==> src/rtl/sysid_pkg.sv <==
// -----------------------------------------------------------------------------
// sysid_pkg
// Shared definitions for the sysid check master: the check-sequence state
// encoding, the Avalon-MM word addresses of the sysid slave registers and the
// width of the waitrequest stall counter.
// -----------------------------------------------------------------------------
package sysid_pkg;

   // Check sequence: wait for start, read ID word, read timestamp word, report.
   typedef enum logic [1:0] {
      IDLE   = 2'd0,
      RD_ID  = 2'd1,
      RD_TS  = 2'd2,
      FINISH = 2'd3
   } sysid_state_t;

   // Word addresses inside the sysid slave.
   localparam logic ADDR_ID = 1'b0;
   localparam logic ADDR_TS = 1'b1;

   // Width of the per-read stall counter (limits up to 65535 cycles).
   localparam int STALL_W = 16;

endpackage

==> src/rtl/sysid_stall_timer.sv <==
// -----------------------------------------------------------------------------
// sysid_stall_timer
// Counts cycles during which the current read is stalled by waitrequest and
// flags the cycle on which the stall budget is used up.
//
// Ports:
//   clock    in   rising-edge clock
//   reset_n  in   asynchronous active-low reset, counter -> 0
//   clear    in   restart the count at 0 (no read in flight, or read completed)
//   enable   in   one more stalled cycle is being spent this cycle
//   limit    in   stall budget in cycles (1..65535)
//   expired  out  this stalled cycle is number 'limit' of the current read
// -----------------------------------------------------------------------------
module sysid_stall_timer
   import sysid_pkg::*;
(
   input  logic               clock,
   input  logic               reset_n,
   input  logic               clear,
   input  logic               enable,
   input  logic [STALL_W-1:0] limit,
   output logic               expired
);

   logic [STALL_W-1:0] count_q;

   // Stalled-cycle counter: cleared whenever no read is waiting, otherwise
   // advanced once per stalled cycle. It never passes limit-1 because the
   // master leaves the read state on the expiring cycle.
   always_ff @(posedge clock or negedge reset_n) begin
      if (!reset_n) begin
         count_q <= '0;
      end else if (clear) begin
         count_q <= '0;
      end else if (enable) begin
         count_q <= count_q + STALL_W'(1);
      end
   end

   // Expiry is seen on the stalled cycle that would bring the count to limit,
   // so the master aborts after exactly 'limit' stalled cycles.
   assign expired = enable && (count_q == (limit - STALL_W'(1)));

endmodule

==> src/rtl/sysid_check_master.sv <==
// -----------------------------------------------------------------------------
// sysid_check_master
// Avalon-MM master that reads the system ID word (address 0) and the build
// timestamp word (address 1) from a sysid slave, compares them against the
// expected values and reports the result. A read stalled by waitrequest for
// TIMEOUT_CYCLES cycles aborts the sequence with timeout set.
//
// Parameters:
//   EXP_ID          expected system ID word
//   EXP_TIMESTAMP   expected build timestamp word
//   TIMEOUT_CYCLES  stalled cycles allowed per read (1..65535)
//
// Ports:
//   clock, reset_n       clock and asynchronous active-low reset
//   start                single-cycle request, accepted only when idle
//   avm_address/avm_read registered Avalon-MM read command
//   avm_readdata         slave read data
//   avm_waitrequest      slave stall
//   busy                 sequence in progress
//   done                 one-cycle pulse at the end of a sequence
//   id_ok / ts_ok        captured words matched the expected values
//   timeout              last sequence was aborted on the stall limit
//   id_value / ts_value  last captured ID / timestamp words
// -----------------------------------------------------------------------------
module sysid_check_master
   import sysid_pkg::*;
#(
   parameter logic [31:0] EXP_ID         = 32'h0000_0000,
   parameter logic [31:0] EXP_TIMESTAMP  = 32'd1536932732,
   parameter int          TIMEOUT_CYCLES = 256
)(
   input  logic        clock,
   input  logic        reset_n,
   input  logic        start,
   output logic        avm_address,
   output logic        avm_read,
   input  logic [31:0] avm_readdata,
   input  logic        avm_waitrequest,
   output logic        busy,
   output logic        done,
   output logic        id_ok,
   output logic        ts_ok,
   output logic        timeout,
   output logic [31:0] id_value,
   output logic [31:0] ts_value
);

   localparam logic [STALL_W-1:0] STALL_LIMIT = STALL_W'(TIMEOUT_CYCLES);

   sysid_state_t state_q;
   logic         in_read;
   logic         stall_clear;
   logic         stall_enable;
   logic         stall_expired;

   // A read is outstanding in both read states; the stall counter restarts
   // whenever no read is waiting or the current read completes, which gives
   // each read state a fresh budget on entry.
   assign in_read      = (state_q == RD_ID) || (state_q == RD_TS);
   assign stall_enable = in_read && avm_waitrequest;
   assign stall_clear  = !in_read || !avm_waitrequest;

   sysid_stall_timer u_stall_timer (
      .clock   (clock),
      .reset_n (reset_n),
      .clear   (stall_clear),
      .enable  (stall_enable),
      .limit   (STALL_LIMIT),
      .expired (stall_expired)
   );

   // Check sequence state machine. The read command only changes when a
   // transfer completes or the stall budget expires, so address and read stay
   // stable across waitrequest. done is raised on the edge entering FINISH so
   // it lines up with the final id_ok/ts_ok/timeout values; starts seen in any
   // state other than IDLE (including FINISH) are dropped.
   always_ff @(posedge clock or negedge reset_n) begin
      if (!reset_n) begin
         state_q     <= IDLE;
         avm_address <= ADDR_ID;
         avm_read    <= 1'b0;
         busy        <= 1'b0;
         done        <= 1'b0;
         id_ok       <= 1'b0;
         ts_ok       <= 1'b0;
         timeout     <= 1'b0;
         id_value    <= '0;
         ts_value    <= '0;
      end else begin
         done <= 1'b0;
         case (state_q)
            IDLE: begin
               if (start) begin
                  state_q     <= RD_ID;
                  busy        <= 1'b1;
                  avm_read    <= 1'b1;
                  avm_address <= ADDR_ID;
                  id_ok       <= 1'b0;
                  ts_ok       <= 1'b0;
                  timeout     <= 1'b0;
               end
            end
            RD_ID: begin
               if (!avm_waitrequest) begin
                  id_value    <= avm_readdata;
                  avm_address <= ADDR_TS;
                  state_q     <= RD_TS;
               end else if (stall_expired) begin
                  avm_read    <= 1'b0;
                  avm_address <= ADDR_ID;
                  timeout     <= 1'b1;
                  done        <= 1'b1;
                  state_q     <= FINISH;
               end
            end
            RD_TS: begin
               if (!avm_waitrequest) begin
                  ts_value    <= avm_readdata;
                  id_ok       <= (id_value == EXP_ID);
                  ts_ok       <= (avm_readdata == EXP_TIMESTAMP);
                  avm_read    <= 1'b0;
                  avm_address <= ADDR_ID;
                  done        <= 1'b1;
                  state_q     <= FINISH;
               end else if (stall_expired) begin
                  avm_read    <= 1'b0;
                  avm_address <= ADDR_ID;
                  timeout     <= 1'b1;
                  done        <= 1'b1;
                  state_q     <= FINISH;
               end
            end
            FINISH: begin
               busy    <= 1'b0;
               state_q <= IDLE;
            end
            default: begin
               state_q <= IDLE;
            end
         endcase
      end
   end

endmodule

==> config.mk <==
export PLATFORM = sky130hd
export DESIGN_NAME = sysid_check_master
export DESIGN_NICKNAME = d
export VERILOG_FILES = /design/src/rtl/sysid_pkg.sv /design/src/rtl/sysid_stall_timer.sv /design/src/rtl/sysid_check_master.sv
export SDC_FILE = /design/constraint.sdc
export NUM_CORES = 1
export LEC_CHECK = 0
export CAP_MARGIN = 5
export CORE_MARGIN = 2
export CORE_UTILIZATION = 46
export DETAILED_ROUTE_END_ITERATION = 8
export PLACE_DENSITY = 0.74
export SLEW_MARGIN = 20
export SYNTH_ARGS = -nofsm -noshare
export SYNTH_HDL_FRONTEND = slang
export SYNTH_SLANG_ARGS = --single-unit
==> constraint.sdc <==
create_clock -name clock -period 2.2 [get_ports clock]
set_input_delay 0.22 -clock clock [delete_from_list [all_inputs] [get_ports clock]]
set_output_delay 0.22 -clock clock [all_outputs]
set_load 0.1 [all_outputs]
* Word-level counts from Yosys, hierarchy flattened *
Cells that the tools add are included.

storage, ports and cells
  register bits after elaboration = 89
  output and inout bits = 71
  word-level logic and storage cells = 73

cells by class
  $add $sub $neg = 1
  equal/unequal tests = 10
  mux-type cells = 29
  bitwise gates (word level) = 1
  reduce and logical (&&, ||, !) cells = 21

operator list
  cell                   count
  $eq 32x31->1 const B   1
  $logic_not 32->1       1
  $mux 16                2
  $add 16x1->16 const B  1
  $eq 16x8->1 const B    1
  $mux 1                 15
  $pmux 1 s2             5
  $mux 2                 4
  $pmux 2 s4             1
  $reduce_and 2->1       4
  $reduce_bool 2->1      4
  $ne 2x2->1 const B     3
  $pmux 1 s3             2
  $reduce_and 3->1       2
  $eq 2x2->1 const B     2
  $ne 2x1->1 const B     2
  $reduce_and 4->1       1
  $reduce_bool 3->1      1
  $eq 2x1->1 const B     1
  $logic_and 1x1->1      2
  $logic_not 1->1        2
  $logic_not 2->1        1
  $logic_or 1x1->1       2
  $reduce_or 2->1        1
  $not 1->1              1

* Logic depth before layout (Yosys ltp) *
Gate-level depths: netlist of run 1.

  word-level depth = 7
  depth in mapped cells = 7
  gate-level depth less buffers = 6

* Modules after synthesis *
From an unflattened synthesis of run 1, not the netlist that was laid out.

unflattened totals
  cells, all modules = 376
  area total of the unflattened synthesis = 4385.5 um^2

modules (own cells, without submodules)
  module              times used  cells each  area each (um^2)
  sysid_check_master  1           214         3056.7
  sysid_stall_timer   1           162         1328.8

* Worst setup path before layout of run 1 *
Ideal clock, no wire load.

  path type = flip-flop to flip-flop
  start point = register state_q[0]
  end point = register ts_value[10]
  library setup time = 0.126 ns
  data arrival time = 1.798 ns
  required time = 2.074 ns
  slack = 0.276 ns
  cell stages (with the launch flop) = 8
  buffers on the path = 3
  cells stage by stage = dfrtp_1 -> inv_1 -> ha_1 -> clkbuf_1 -> nand2b_1 -> clkbuf_1 -> clkbuf_1 -> mux2_2

on the way
  cells in the longest elaborated chain, start to end = 2

ends and longest elaborated chain
  element                     RTL line                   source
  from (decl)                 sysid_check_master.sv:50   sysid_state_t state_q;
  from (signal assigned)      sysid_check_master.sv:79   state_q <= IDLE;
  from (signal assigned)      sysid_check_master.sv:94   state_q <= RD_ID;
  from (signal assigned)      sysid_check_master.sv:107  state_q <= RD_TS;
  $eq 2x2->1                  sysid_check_master.sv:91   case (state_q)
  $reduce_and 2->1 (no line)  --
  to (signal assigned)        sysid_check_master.sv:118  ts_value <= avm_readdata;
  to (decl)                   sysid_check_master.sv:45   output logic [31:0] ts_value

No other way between the ends.
A chain may end at the register's enable or synchronous reset.

* Final worst setup path of run 1 *
  start point = register u_stall_timer.count_q[8]
  end point = register state_q[0]

on the way
  cells in the longest elaborated chain, start to end = 5

ends and longest elaborated chain
  element                           RTL line                 source
  from (decl)                       sysid_stall_timer.sv:25  logic [STALL_W-1:0] count_q;
  from (signal assigned)            sysid_stall_timer.sv:36  count_q <= count_q + STALL_W'(1);
  $eq 16x8->1 (*)                   sysid_stall_timer.sv:42  assign expired = enable && (count_q == (limit - STALL_W'(1)));
  $logic_and 1x1->1 (*)             sysid_stall_timer.sv:42
  $mux 2 (*)                        --
  $mux 2, on equally long branches  --
  $pmux 2 s4 (*)                    --

Every way passes the cells marked *; elsewhere a longest branch is shown, timed or not.

==> results.yml, run 1 <==
run_status:
  status: "completed"
floorplan:
  die_y_um: 95.05
  pin_count: 107
  initial_core_util_pct: 46.89
  fp.coreArea_sq_um: 8134
  die_area_sq_um: 9035
  row_count: 33
  die-width_um: 95.05
timing:
  slew_headroom_pct: 57.43
  worstMarginPinSlew_ns: 0.6386
  slew_viol_final: 0
  min_period_ns: 1.961
  period_share_pct: 89.15
  rsz0062_at_grt: "false"
  fin_worst_skew_ns: 0.009266
  hold_viol: 0
  fmax_mhz: 509.9
  finalSetupTns_ns: 0
  setup_viol: 0
route:
  drt_wl_total_mm: 8.953
  drtAntennaViolNets: 0
  routedWlPerCell_um: 17.15
  drc: 0
  vias_per_cell: 5.347
  num_vias: 2791
  first_pass_iters: 4
  dr.first_iter.drc_count: 103
logic_synthesis:
  netlist_instances: 299
  synth-seq-cells: 89
  avgSynthCellArea_sq_um: 12.75
  seq_area_frac_synth_pct: 58.40
  syn_area_sq_um: 3814
  syn-num-nets: 340
  yosysWarnings: 0
  synth_cell_type_count: 38
worst_setup_path:
  crit_type: "register to register"
  cp-end-kind: "register"
  path_max_fanout: 5
  reg2reg_to: "state_q[0]$_DFFE_PN0P_"
  r2r-start: "u_stall_timer.count_q[8]$_DFF_PN0_"
  worst-r2r-setup-slack_ns: 0.24
  crit_arrival_ns: 2.24
  start_kind: "register"
  reg2reg_depth: 4
  required_ns: 2.48
global_routing:
  grt_pass1_vias: 2834
  busiest_layer: "met2"
  gr-total-overflow: 0
  met1_usage_pct: 27.59
  antenna_found_initial: 0
  grtUsageTotal_pct: 20.83
  grt_max_degree: 52
  use_met2_pct: 32.21
  grtUsageMet3_pct: 6.561
  grt_pass1_wl_mm: 14.14
final_layout:
  multi_input_area_sq_um: 1515
  area_delta_synth_final_pct: 33.30
  ff_latch_area_sq_um: 2227
  n_fill_cell: 654
  nNetsFinal: 453
  antenna_cells: 0
  layout-drive-gt1-share_pct: 39.33
placement:
  port_buffers: 106
  gp_congestion: 0.8533
  dpl.hpwl_mm: 6.641
clocking:
  clockBufferDepth: 2
  ctsResizeCount: 0
  h-tree-depth: 3
  cts_root_buf: "clkbuf_8"
  clkSlewWorstSetupHoldPaths_ns: 0.10
  cts_made_buffers: 9
  cts_tree: "done"
  cts_num_sinks: 89
  insertion_delay_ns: 0.37
job:
  maxCapViolCount: 0
hold_path:
  hold_path_class: "input pin to asynchronous set/reset pin"
## critical path, cell delays in order, from the launching register on
cell     delay [ns]
dfrtp_1        0.43
or4_1          0.51
or4_4          0.53
or2_1          0.24
a31oi_1        0.18
## cells in the final DEF, fill, tap and decap left out, types with 4 or more instances in the layout
cell             instances
nand2_1                 13
inv_1                    6
clkbuf_8                10
mux2_2                  64
a21oi_1                 10
o21ai_0                 10
nor3_1                   4
buf_4                   78
xnor2_1                  5
clkdlybuf4s50_1         34
or3_1                    6
ha_1                     5
nand3_1                  8
dfrtp_1                 89
nand4_1                  7
nor4_1                  10
nor2_1                  15
## synth_stat cells
library cell  instances  area, sq um
or4_1                 3        22.52
nand4_1               7        43.79
a31oi_1               2        12.51
mux2i_1               1        10.01
or3_1                 6        37.54
nand2b_1              2        12.51
a211o_1               1        8.760
nor4bb_1              2        20.02
ha_1                  5        62.56
a21bo_2               1        10.01
nand3_1               8        40.04
or2_2                 1        6.260
nor4_2                1        12.51
a21o_1                2        15.01
xnor2_1               5        43.79
nor4b_1               1        8.760
nor4_1               10        62.56
and3_1                2        12.51
a21oi_1              10        50.05
o31ai_1               1        7.510
dfrtp_1              89         2227
nand4b_1              3        26.28
and2_1                1        6.260
buf_1                 3        11.26
mux2_2               64        720.7
clkbuf_1             10        37.54
nand2_1              13        48.80
and4b_1               1        10.01
o41ai_1               2        17.52
inv_1                 6        22.52
or4b_1                1        10.01
nor2b_1               1        6.260
or4_4                 1        11.26
o21ai_0              10        50.05
nor3_1                4        20.02
or2_1                 1        6.260
nor2_1               15        56.30
xor2_1                3        26.28
## flip-flops by register name, indices dropped and copies added (netlist names)
name                   count
avm_address                1
avm_read                   1
done                       1
id_value                  32
u_stall_timer.count_q     16
ts_value                  32
busy                       1
id_ok                      1
state_q                    2
ts_ok                      1
timeout                    1
## cells by family after synthesis
logic type	Yosys count	share of synthesized area, %
DFF	89	58.40
and+or+nand+nor	84	12.60
muxes	65	19.16
AOI/OAI and AO/OA	29	4.495
buffers and inverters	19	1.870
xor gates and xnor gates	8	1.837
adders and majority gates	5	1.640
## metal layers
metal | wire, um | vias to the layer above
met5 | 0 | -
met4 | 159 | 0
met3 | 626 | 13
met2 | 4196 | 86
met1 | 3970 | 1376
li1 | - | 1316
## metrics by stage
stage	cells	utilization (%)	setup slack (ns)	hold WS, ns	area [sq um]
final	522	62.50	0.2388	0.4343	5084
after global placement	505	59.78	0.2602	0.2871	4862
after global routing	522	62.50	0.1498	0.4959	5084
after detailed placement	505	59.78	0.1902	0.2917	4862
after floorplan	299	-	0.2757	-0.07559	3814
after CTS	522	62.50	0.2368	0.4569	5084
## layout make-up
cell class | instances | share of cell area (%)
inverter | 6 | 0.4430
tap | 105 | 2.584
timing repair buffer | 115 | 19.20
sequential | 89 | 43.81
clock buffer | 10 | 2.707
clock inverter | 6 | 1.452
multi-input combinational | 191 | 29.81
## worst max path at each step
stage	start	endpoint	slack (ns)	depth (start not counted)
6_report	u_stall_timer.count_q[8]$_DFF_PN0_	state_q[0]$_DFFE_PN0P_	0.24	4
3_3_place_gp	avm_readdata[1]	ts_ok$_DFFE_PN0P_	0.26	5
5_1_grt	u_stall_timer.count_q[0]$_DFF_PN0_	state_q[0]$_DFFE_PN0P_	0.15	5
2_1_floorplan	state_q[0]$_DFFE_PN0P_	ts_value[10]$_DFFE_PN0P_	0.28	7
3_5_place_dp	avm_readdata[0]	ts_ok$_DFFE_PN0P_	0.19	5
4_1_cts	u_stall_timer.count_q[14]$_DFF_PN0_	state_q[0]$_DFFE_PN0P_	0.24	4
## timing repair
item | in CTS | in global routing
hold buffers | 1 | 0
setup buffers | 0 | 0
endpoints found under the hold margin | 48 | 0
Power of run 1 is not shown: default switching activity piles up to over one toggle a cycle in this logic, so the estimate is an artifact.
==> inputs of run 2 (changes only) <==
--- a/config.mk
+++ b/config.mk
@@ -10,6 +10,7 @@
 export CORE_UTILIZATION = 46
 export DETAILED_ROUTE_END_ITERATION = 8
 export PLACE_DENSITY = 0.74
+export RECOVER_POWER = 100
 export SLEW_MARGIN = 20
 export SYNTH_ARGS = -nofsm -noshare
 export SYNTH_HDL_FRONTEND = slang
==> run 2 against run 1 <==
Sequential share of layout area up 2.7 points. Maximum frequency down 1.1%. Core utilization down 3.6 points. Worst hold slack better by 0.049 ns. Die area unchanged. Critical path depth up 1. Global-route usage unchanged. Clock skew about the same. Final cell count unchanged. Setup slack worse by 0.022 ns.
==> results.yml, run 2 (synthesis gave the netlist of run 1 again) <==
timing:
  finalSetupTns_ns: 0
  rsz0062_at_grt: "false"
  fmax_mhz: 504.1
  hold_viol: 0
  fin_worst_skew_ns: 0.009533
  worstMarginPinSlew_ns: 1.267
  slew_headroom_pct: 15.52
  slew_viol_final: 0
  period_share_pct: 90.16
  setup_viol: 0
  min_period_ns: 1.984
clocking:
  clkSlewWorstSetupHoldPaths_ns: 0.09
  insertion_delay_ns: 0.37
  ctsResizeCount: 0
  h-tree-depth: 3
  cts_num_sinks: 89
  cts_tree: "done"
  cts_root_buf: "clkbuf_8"
  clockBufferDepth: 2
  cts_made_buffers: 9
  cts_setup_buffers: 0
floorplan:
  initial_core_util_pct: 46.89
  row_count: 33
  die_area_sq_um: 9035
  pin_count: 107
  die_y_um: 95.05
  die-width_um: 95.05
  fp.coreArea_sq_um: 8134
route:
  num_vias: 2797
  first_pass_iters: 4
  drtAntennaViolNets: 0
  drt_wl_total_mm: 8.911
  drc: 0
  dr.first_iter.drc_count: 108
  vias_per_cell: 5.358
  routedWlPerCell_um: 17.07
worst_setup_path:
  reg2reg_depth: 5
  worst-r2r-setup-slack_ns: 0.22
  startpoint: "state_q[1]$_DFFE_PN0P_"
  reg2reg_to: "id_value[20]$_DFFE_PN0P_"
  r2r-start: "state_q[1]$_DFFE_PN0P_"
  start_kind: "register"
  cp-end-kind: "register"
  crit_arrival_ns: 2.23
  required_ns: 2.45
  crit_type: "register to register"
  path_max_fanout: 32
  crit_end: "id_value[20]$_DFFE_PN0P_"
final_layout:
  fin_util_pct: 58.88
  antenna_cells: 0
  layout-drive-gt1-share_pct: 24.70
  area_delta_synth_final_pct: 25.59
  reg_top3: "id_value: 32 flops, ts_value: 32 flops, u_stall_timer.count_q: 16 flops"
  layout_common_cells: "89 x dfrtp_1, 64 x mux2_2, 60 x clkbuf_1"
  final_common_cell: "dfrtp_1"
  final_cells: 522
  n_fill_cell: 724
  nNetsFinal: 453
placement:
  port_buffers: 106
  placed_cells: 505
  gp_congestion: 0.8533
  dpl.hpwl_mm: 6.641
job:
  maxCapViolCount: 0
hold_path:
  hold_path_class: "register to register"
global_routing:
  gr-total-overflow: 0
  grt_pass1_wl_mm: 14.14
  grt_max_degree: 52
  grtUsageTotal_pct: 20.83
  antenna_found_initial: 0
  grt_pass1_vias: 2834
run_status:
  status: "completed"
[run 2: final cells by class]
class                      instances  area (sq um)  share of cell area [%]
sequential                        89          2227                   46.50
inverter                           6         22.52                  0.4702
tap                              105         131.4                   2.743
multi-input combinational        191          1515                   31.64
timing repair buffer             115         681.9                   14.24
clock inverter                     6         73.82                   1.541
clock buffer                      10         137.6                   2.874
[run 2: timing repair]
action / in CTS / in global routing
hold endpoints to repair: 48 / 0
hold buffers: 1 / 0
setup endpoints to repair: 0 / 0
[run 2: layer usage]
| layer | up-vias | share of wire, % | track usage, % |
|---|---|---|---|
| met5 | - | 0 | 0 |
| met4 | 0 | 1.6 | 7.971 |
| met3 | 11 | 7.1 | 6.561 |
| met2 | 83 | 48 | 32.21 |
| met1 | 1388 | 43 | 27.59 |
| li1 | 1315 | - | - |
[run 2: worst min-delay path by stage]
stage	startpoint	to	slack (ns)	depth (start not counted)
after floorplan	reset_n	avm_address$_DFFE_PN0P_	-0.08	0
after global placement	reset_n	ts_value[2]$_DFFE_PN0P_	0.29	1
after detailed placement	reset_n	ts_value[2]$_DFFE_PN0P_	0.29	1
after CTS	reset_n	ts_value[8]$_DFFE_PN0P_	0.46	2
after global routing	avm_readdata[10]	id_value[10]$_DFFE_PN0P_	0.52	2
final	id_ok$_DFFE_PN0P_	id_ok$_DFFE_PN0P_	0.48	2
[run 2: per-stage QoR]
stage	hold WS, ns	instance area, sq um	worst slack, ns
after floorplan	-0.07559	3814	0.2757
after global placement	0.2871	4862	0.2602
after detailed placement	0.2917	4862	0.1902
after global routing	0.5166	4790	0.08794
after CTS	0.4569	5084	0.2368
final	0.4832	4790	0.2165
[run 2: critical path, stage by stage (launching register included)]
cell and delay [ns]:
dfrtp_1 0.40, inv_1 0.09, ha_1 0.25, nand2b_1 0.10, buf_2 0.60, mux2_2 0.41
Power of run 2 is left out for the same reason.
